### src/rtl/front_panel_conditioner.sv
// -----------------------------------------------------------------------------
// front_panel_conditioner
//
// Conditions the raw front-panel switches and the manual-step pushbutton for
// the clock/clear selector. Every raw input is brought into the clock domain
// through a two-flop synchronizer. It is then debounced by a per-channel
// stability counter. A press of the debounced step button issues one
// fixed-width MAN_CLK pulse, but only while the panel is in manual mode, RUN
// is on and CLR is off. STEP_COUNT counts the pulses that were issued.
//
// Optional feature: define STEP_REPEAT_EN to enable auto-repeat while the step
// button is held. Without it the REPEAT_* parameters have no effect.
//
// Ports:
//   clock       system clock (single domain)
//   RST_N       synchronous active-low reset
//   RUN_SW      raw RUN switch (async)
//   CLR_SW      raw CLR switch (async)
//   A_M_SW      raw auto/manual switch (async), 1 = manual
//   STEP_BTN    raw manual-step button (async), 1 = pressed
//   RUN         debounced RUN level
//   CLR         debounced CLR level
//   A_M         debounced A/M level
//   MAN_CLK     conditioned manual clock pulse
//   STEP_COUNT  MAN_CLK pulses issued, modulo 256
// -----------------------------------------------------------------------------
module front_panel_conditioner #(
   parameter int DEBOUNCE_CYCLES  = 50000,
   parameter int CNT_W            = 16,
   parameter int STEP_HIGH_CYCLES = 1000,
   parameter int REPEAT_DELAY     = 25000000,
   parameter int REPEAT_PERIOD    = 5000000
) (
   input  logic       clock,
   input  logic       RST_N,
   input  logic       RUN_SW,
   input  logic       CLR_SW,
   input  logic       A_M_SW,
   input  logic       STEP_BTN,
   output logic       RUN,
   output logic       CLR,
   output logic       A_M,
   output logic       MAN_CLK,
   output logic [7:0] STEP_COUNT
);

   localparam int NCH    = 4;
   localparam int CH_RUN = 0;
   localparam int CH_CLR = 1;
   localparam int CH_AM  = 2;
   localparam int CH_BTN = 3;

   localparam logic [CNT_W-1:0] DB_LAST = CNT_W'(DEBOUNCE_CYCLES - 1);
   localparam int               PW      = (STEP_HIGH_CYCLES > 1) ? $clog2(STEP_HIGH_CYCLES) : 1;
   localparam logic [PW-1:0]    PULSE_LAST = PW'(STEP_HIGH_CYCLES - 1);

   typedef enum logic [1:0] {
      IDLE     = 2'd0,
      PULSE    = 2'd1,
      WAIT_REL = 2'd2
   } step_state_t;

   // ---------------------------------------------------------------------------
   // Synchronizers and debouncers
   // ---------------------------------------------------------------------------
   logic [NCH-1:0]            raw;
   logic [NCH-1:0]            sync1;
   logic [NCH-1:0]            sync2;
   logic [NCH-1:0]            level;
   logic [NCH-1:0][CNT_W-1:0] db_cnt;

   assign raw = {STEP_BTN, A_M_SW, CLR_SW, RUN_SW};

   always_ff @(posedge clock) begin
      // NOTE: reset is sampled on the clock edge like any other input, so RST_N
      // stays out of the sensitivity list.
      if (!RST_N) begin
         sync1  <= '0;
         sync2  <= '0;
         level  <= '0;
         db_cnt <= '0;
      end else begin
         // NOTE: non-blocking assignments make sync2 take the pre-edge sync1,
         // which gives a real two-stage chain instead of a single flop.
         sync1 <= raw;
         sync2 <= sync1;
         for (int i = 0; i < NCH; i++) begin
            if (sync2[i] == level[i]) begin
               db_cnt[i] <= '0;
            end else if (db_cnt[i] == DB_LAST) begin
               // DEBOUNCE_CYCLES consecutive differing samples: accept the new level
               level[i]  <= sync2[i];
               db_cnt[i] <= '0;
            end else begin
               db_cnt[i] <= db_cnt[i] + 1'b1;
            end
         end
      end
   end

   assign RUN = level[CH_RUN];
   assign CLR = level[CH_CLR];
   assign A_M = level[CH_AM];

   logic btn_db, clr_db, btn_prev, clr_prev;
   logic press, clr_rise, gate;

   assign btn_db   = level[CH_BTN];
   assign clr_db   = level[CH_CLR];
   assign press    = btn_db & ~btn_prev;
   assign clr_rise = clr_db & ~clr_prev;
   assign gate     = level[CH_AM] & level[CH_RUN] & ~level[CH_CLR];

   // ---------------------------------------------------------------------------
   // Step FSM
   // ---------------------------------------------------------------------------
   step_state_t   state, next_state;
   logic [PW-1:0] pulse_cnt;
   logic          man_clk_next;
   logic          step_inc;

`ifdef STEP_REPEAT_EN
   localparam logic [31:0] REP_DELAY_LAST  = 32'(REPEAT_DELAY - 1);
   // Waiting time after a repeat pulse ends, so that pulses start REPEAT_PERIOD apart
   localparam logic [31:0] REP_PERIOD_LAST = 32'(REPEAT_PERIOD - STEP_HIGH_CYCLES - 1);

   logic [31:0] rep_cnt;
   logic        rep_stop;    // repeat is disallowed for the rest of this press
   logic        rep_active;  // the first repeat has already happened
   logic        rep_go;

   assign rep_go = gate && !rep_stop &&
                   (rep_cnt == (rep_active ? REP_PERIOD_LAST : REP_DELAY_LAST));
`else
   logic repeat_unused;
   assign repeat_unused = (REPEAT_DELAY > REPEAT_PERIOD);
`endif

   // State register plus the registered outputs
   always_ff @(posedge clock) begin
      if (!RST_N) begin
         state      <= IDLE;
         pulse_cnt  <= '0;
         btn_prev   <= 1'b0;
         clr_prev   <= 1'b0;
         MAN_CLK    <= 1'b0;
         STEP_COUNT <= '0;
      end else begin
         state    <= next_state;
         btn_prev <= btn_db;
         clr_prev <= clr_db;
         MAN_CLK  <= man_clk_next;
         if (state == PULSE && next_state == PULSE) pulse_cnt <= pulse_cnt + 1'b1;
         else                                       pulse_cnt <= '0;
         // A clear wins over a coincident increment
         if (clr_rise)      STEP_COUNT <= '0;
         else if (step_inc) STEP_COUNT <= STEP_COUNT + 1'b1;
      end
   end

   // Next-state logic
   always_comb begin
      // NOTE: a default is assigned first, so every path through the case
      // assigns next_state and no latch is inferred.
      next_state = state;
      case (state)
         IDLE: begin
            if (press) next_state = gate ? PULSE : WAIT_REL;
         end
         PULSE: begin
            // Mode changes are ignored here, so a started pulse always runs to full width
            if (pulse_cnt == PULSE_LAST) next_state = WAIT_REL;
         end
         WAIT_REL: begin
            if (!btn_db) next_state = IDLE;
`ifdef STEP_REPEAT_EN
            else if (rep_go) next_state = PULSE;
`endif
         end
         default: next_state = IDLE;
      endcase
   end

   // Output logic (feeds the registered outputs)
   always_comb begin
      man_clk_next = (next_state == PULSE);
      step_inc     = (next_state == PULSE) && (state != PULSE);
   end

`ifdef STEP_REPEAT_EN
   always_ff @(posedge clock) begin
      if (!RST_N) begin
         rep_cnt    <= '0;
         rep_stop   <= 1'b0;
         rep_active <= 1'b0;
      end else begin
         if (state == WAIT_REL && next_state == WAIT_REL) rep_cnt <= rep_cnt + 32'd1;
         else                                             rep_cnt <= '0;
         if (state == IDLE) begin
            // A press that was ignored never turns into a repeat
            rep_stop   <= press && !gate;
            rep_active <= 1'b0;
         end else begin
            if (!gate) rep_stop <= 1'b1;
            if (state == WAIT_REL && next_state == PULSE) rep_active <= 1'b1;
         end
      end
   end
`endif

endmodule

### config.mk
export PLATFORM = sky130hd
export DESIGN_NAME = front_panel_conditioner
export DESIGN_NICKNAME = d
export VERILOG_FILES = /design/src/rtl/front_panel_conditioner.sv
export SDC_FILE = /design/constraint.sdc
export NUM_CORES = 1
export LEC_CHECK = 0
export BUFFER_PORTS_ARGS = -buffer_cell sky130_fd_sc_hd__buf_2
export CAP_MARGIN = 20
export CORE_MARGIN = 4
export CORE_UTILIZATION = 55
export CTS_BUF_LIST = sky130_fd_sc_hd__clkbuf_4 sky130_fd_sc_hd__clkbuf_8
export CTS_CLUSTER_SIZE = 28
export DETAILED_ROUTE_END_ITERATION = 16
export PLACE_DENSITY = 0.76
export SLEW_MARGIN = 10
export SYNTH_ARGS = -nofsm -noshare
export SYNTH_HDL_FRONTEND = slang
export SYNTH_SLANG_ARGS = --single-unit
### constraint.sdc
create_clock -name clock -period 2.14 [get_ports clock]
set_input_delay 0.214 -clock clock [delete_from_list [all_inputs] [get_ports clock]]
set_output_delay 0.214 -clock clock [all_outputs]
set_load 0.1 [all_outputs]
==> reports/qor.csv <==
metric,value,unit
status,completed,
coreArea,7330,sq um
synth_xor_area_frac,0.148,
ys_types,36,
cp-end-kind,flop,
dieArea,9070,sq um
start_util,0.571,
syn_avg_cell_area,9.10,sq um
grt_max_degree,25,
p_switching,0.000638,W
row_count,31,
startpoint,db_cnt[43]$_SDFF_PP0_,
fp.dieW,95.3,microns
dp_cells,575,
synth_area_leaders,"dfxtp_1, xnor2_1, nor2_1, xor2_1, nand3_1",
io_buffers,17,
clk_latency,360,ps
gp_congestion,0.839,
muxShareOfSynthArea,0.00956,
area_growth,11.0,%
pin_count,18,
fin_skew,12.3,ps
cap_viol_max_count,0,
power_frac_seq,0.557,
path_clk_slew,90,ps
yosys.area_share.simple,0.300,
cts_resized,0,
die_h,95.3,microns
synth_largest_area_cell,dfxtp_1,
max_freq,545,MHz
drv_slew,0,
clock_power_share,0.432,
power.total,0.00333,W
p_per_area,717,nW/um^2
wl_per_cell,11.5,microns
cts_inserted_buffers,9,
setup_viol,0,
cts_root_buf,clkbuf_8,
drt_iter0_drc,105,
antenna_found_initial,0,
antenna_cells,0,
antenna_left,0,
yosys_warnings,0,
grt_usage,0.168,
grt_pass1_vias,2809,
endpoint,db_cnt[47]$_SDFF_PP0_,
syn_nets,472,
internal_power,0.00269,W
gr-total-overflow,0,
slew_headroom,0.609,
cp_max_fo,16,
synth_enable_flop_cells,0,
setup_tns,0,ps
whs,56.6,ps
nets,499,
drc,0,
async_reset_ff_frac,0,
critical_path_class,flop to flop,
utilization,0.634,
clock_path_buffers,2,
synth_top_area_share,0.473,
yosysSeqAreaShare,0.473,
fin_cells,591,
worstPathRequired,2380,ps
syn_area,4190,sq um
hpwl,4.89,mm
syn-instance-count,460,
r2r_end,db_cnt[47]$_SDFF_PP0_,
combinationalPowerShare,0.012,
period_needed,1830,ps
timing.reg2reg.setup_slack,310,ps
synthAdderAreaFrac,0.0179,
vias_per_cell,5.17,
finalCritPeriodShare,0.857,
worst_pin_slew,582,ps
final-hold-violation-count,0,
power_leakage,1.47,nW
via_count,3057,
drive_gt1_frac,0.106,
rsz0062_at_grt,no,
cts.sinks,99,
post_cts_buffers,0,
synth_compound_area_frac,0.0230,
ctsHoldBuffers,0,
rr_worst_depth,4,
cts_tree,built,
swShare,0.192,
drt-total-wl,6.82,mm
crit_arrival,2070,ps
fillers,604,
vdd_ir_drop_max,0.580,mV
synth-seq-cells,99,
htreeDepth,3,
r2r_start,db_cnt[43]$_SDFF_PP0_,
grt_pass1_wl,12.1,mm
critPathLaunchType,flop,
synth_ff_type,dfxtp_1,
first_pass_iters,4,
synth_top_family_by_area,simple AND/OR/NAND/NOR gates,
holdCritPathClass,primary input to flop,
power by group through the flow:
stage               logic (W)  clock network (W)  registers (W)
global placement    0.0000386                  0        0.00190
global route        0.0000439            0.00156        0.00186
CTS                 0.0000393            0.00148        0.00186
floorplan           0.0000279                  0        0.00190
finish              0.0000388            0.00144        0.00185
detailed placement  0.0000392                  0        0.00190
how the worst min path moves through the flow:
stage,from,end,slack (ps),depth (start not counted)
after global placement,sync1[1]$_SDFF_PN0_,sync2[1]$_SDFF_PN0_,410,1
after global routing,A_M_SW,sync1[2]$_SDFF_PN0_,30,2
after CTS,STEP_BTN,sync1[3]$_SDFF_PN0_,40,2
final,STEP_BTN,sync1[3]$_SDFF_PN0_,60,2
after floorplan,RUN_SW,sync1[0]$_SDFF_PN0_,340,1
after detailed placement,sync1[0]$_SDFF_PN0_,sync2[0]$_SDFF_PN0_,420,1
cell usage after synthesis (all sizes together), types with 5 or more instances:
master  number
dfxtp       99
nor2        94
xnor2       55
nand3       29
nand2       22
inv         18
nand4       18
nor3        17
xor2        16
nor4        14
and2        13
ha           6
nor2b        6
clkbuf       5
o21ai        5
sequential cells by signal (all words and copies together) (netlist names):
register / count
sync1: 4
sync2: 4
pulse_cnt: 10
btn_prev: 1
MAN_CLK: 1
STEP_COUNT: 8
state: 2
clr_prev: 1
db_cnt: 64
level: 4
kinds of logic (layout without fill, tap and decap cells):
kind of cell	count (synthesis)	in the layout
flops	99	99
fa+ha+maj	6	6
buf+inv	25	57
xor+xnor	71	71
mux	4	4
simple gates	240	240
compound gates	15	15
through the flow:
step / cell area, sq um / setup slack, ps
2_1_floorplan: 4190 / 15.0
5_1_grt: 4650 / 210
6_report: 4650 / 305
3_3_place_gp: 4400 / 345
3_5_place_dp: 4400 / 312
4_1_cts: 4650 / 292
metal layers:
| metal | vias up | wire length (microns) | track usage |
|---|---|---|---|
| met1 | 1410 | 3320 | 0.211 |
| met4 | 0 | 81 | 0.0541 |
| li1 | 1612 | - | - |
| met2 | 28 | 3190 | 0.276 |
| met5 | - | 0 | 0 |
| met3 | 7 | 227 | 0.0489 |
critical path, stage by stage, from the launching register on:
cell and delay, ps:
dfxtp_1 370, or4b_1 540, or4_4 520, nand3_4 220, nor2_1 80
cells in the final DEF, fill, tap and decap left out, types with 2 or more instances in the layout:
cell type	Yosys	final
clkbuf_8	0	10
inv_1	18	18
nor2_2	4	4
xor2_1	16	16
or3_1	4	4
mux2i_1	4	4
buf_4	0	6
nand3_1	27	27
nor4_1	14	14
a21oi_1	4	4
bufinv_16	0	3
and3_1	3	3
o21ai_0	4	4
nor4b_1	2	2
nand3_4	2	2
nor2b_1	6	6
a21boi_0	3	3
nor2_1	90	90
nor4bb_1	4	4
xnor2_1	55	55
nand2_1	22	22
nand4_1	18	18
or4b_1	4	4
dfxtp_1	99	97
dfxtp_2	0	2
ha_1	6	6
or4_4	2	2
buf_2	0	17
nor3_1	17	17
and2_1	13	13
nand4b_1	4	4
final cells by class:
cell class	count	area, sq um	share of cell area
multi-input combinational	336	2090	0.450
sequential	99	1980	0.427
clock inverter	5	108	0.0231
tap	99	124	0.0266
inverter	18	67.6	0.0145
timing repair buffer	23	130	0.0280
clock buffer	11	145	0.0312
Note: power is estimated with default switching activity, not from simulation.
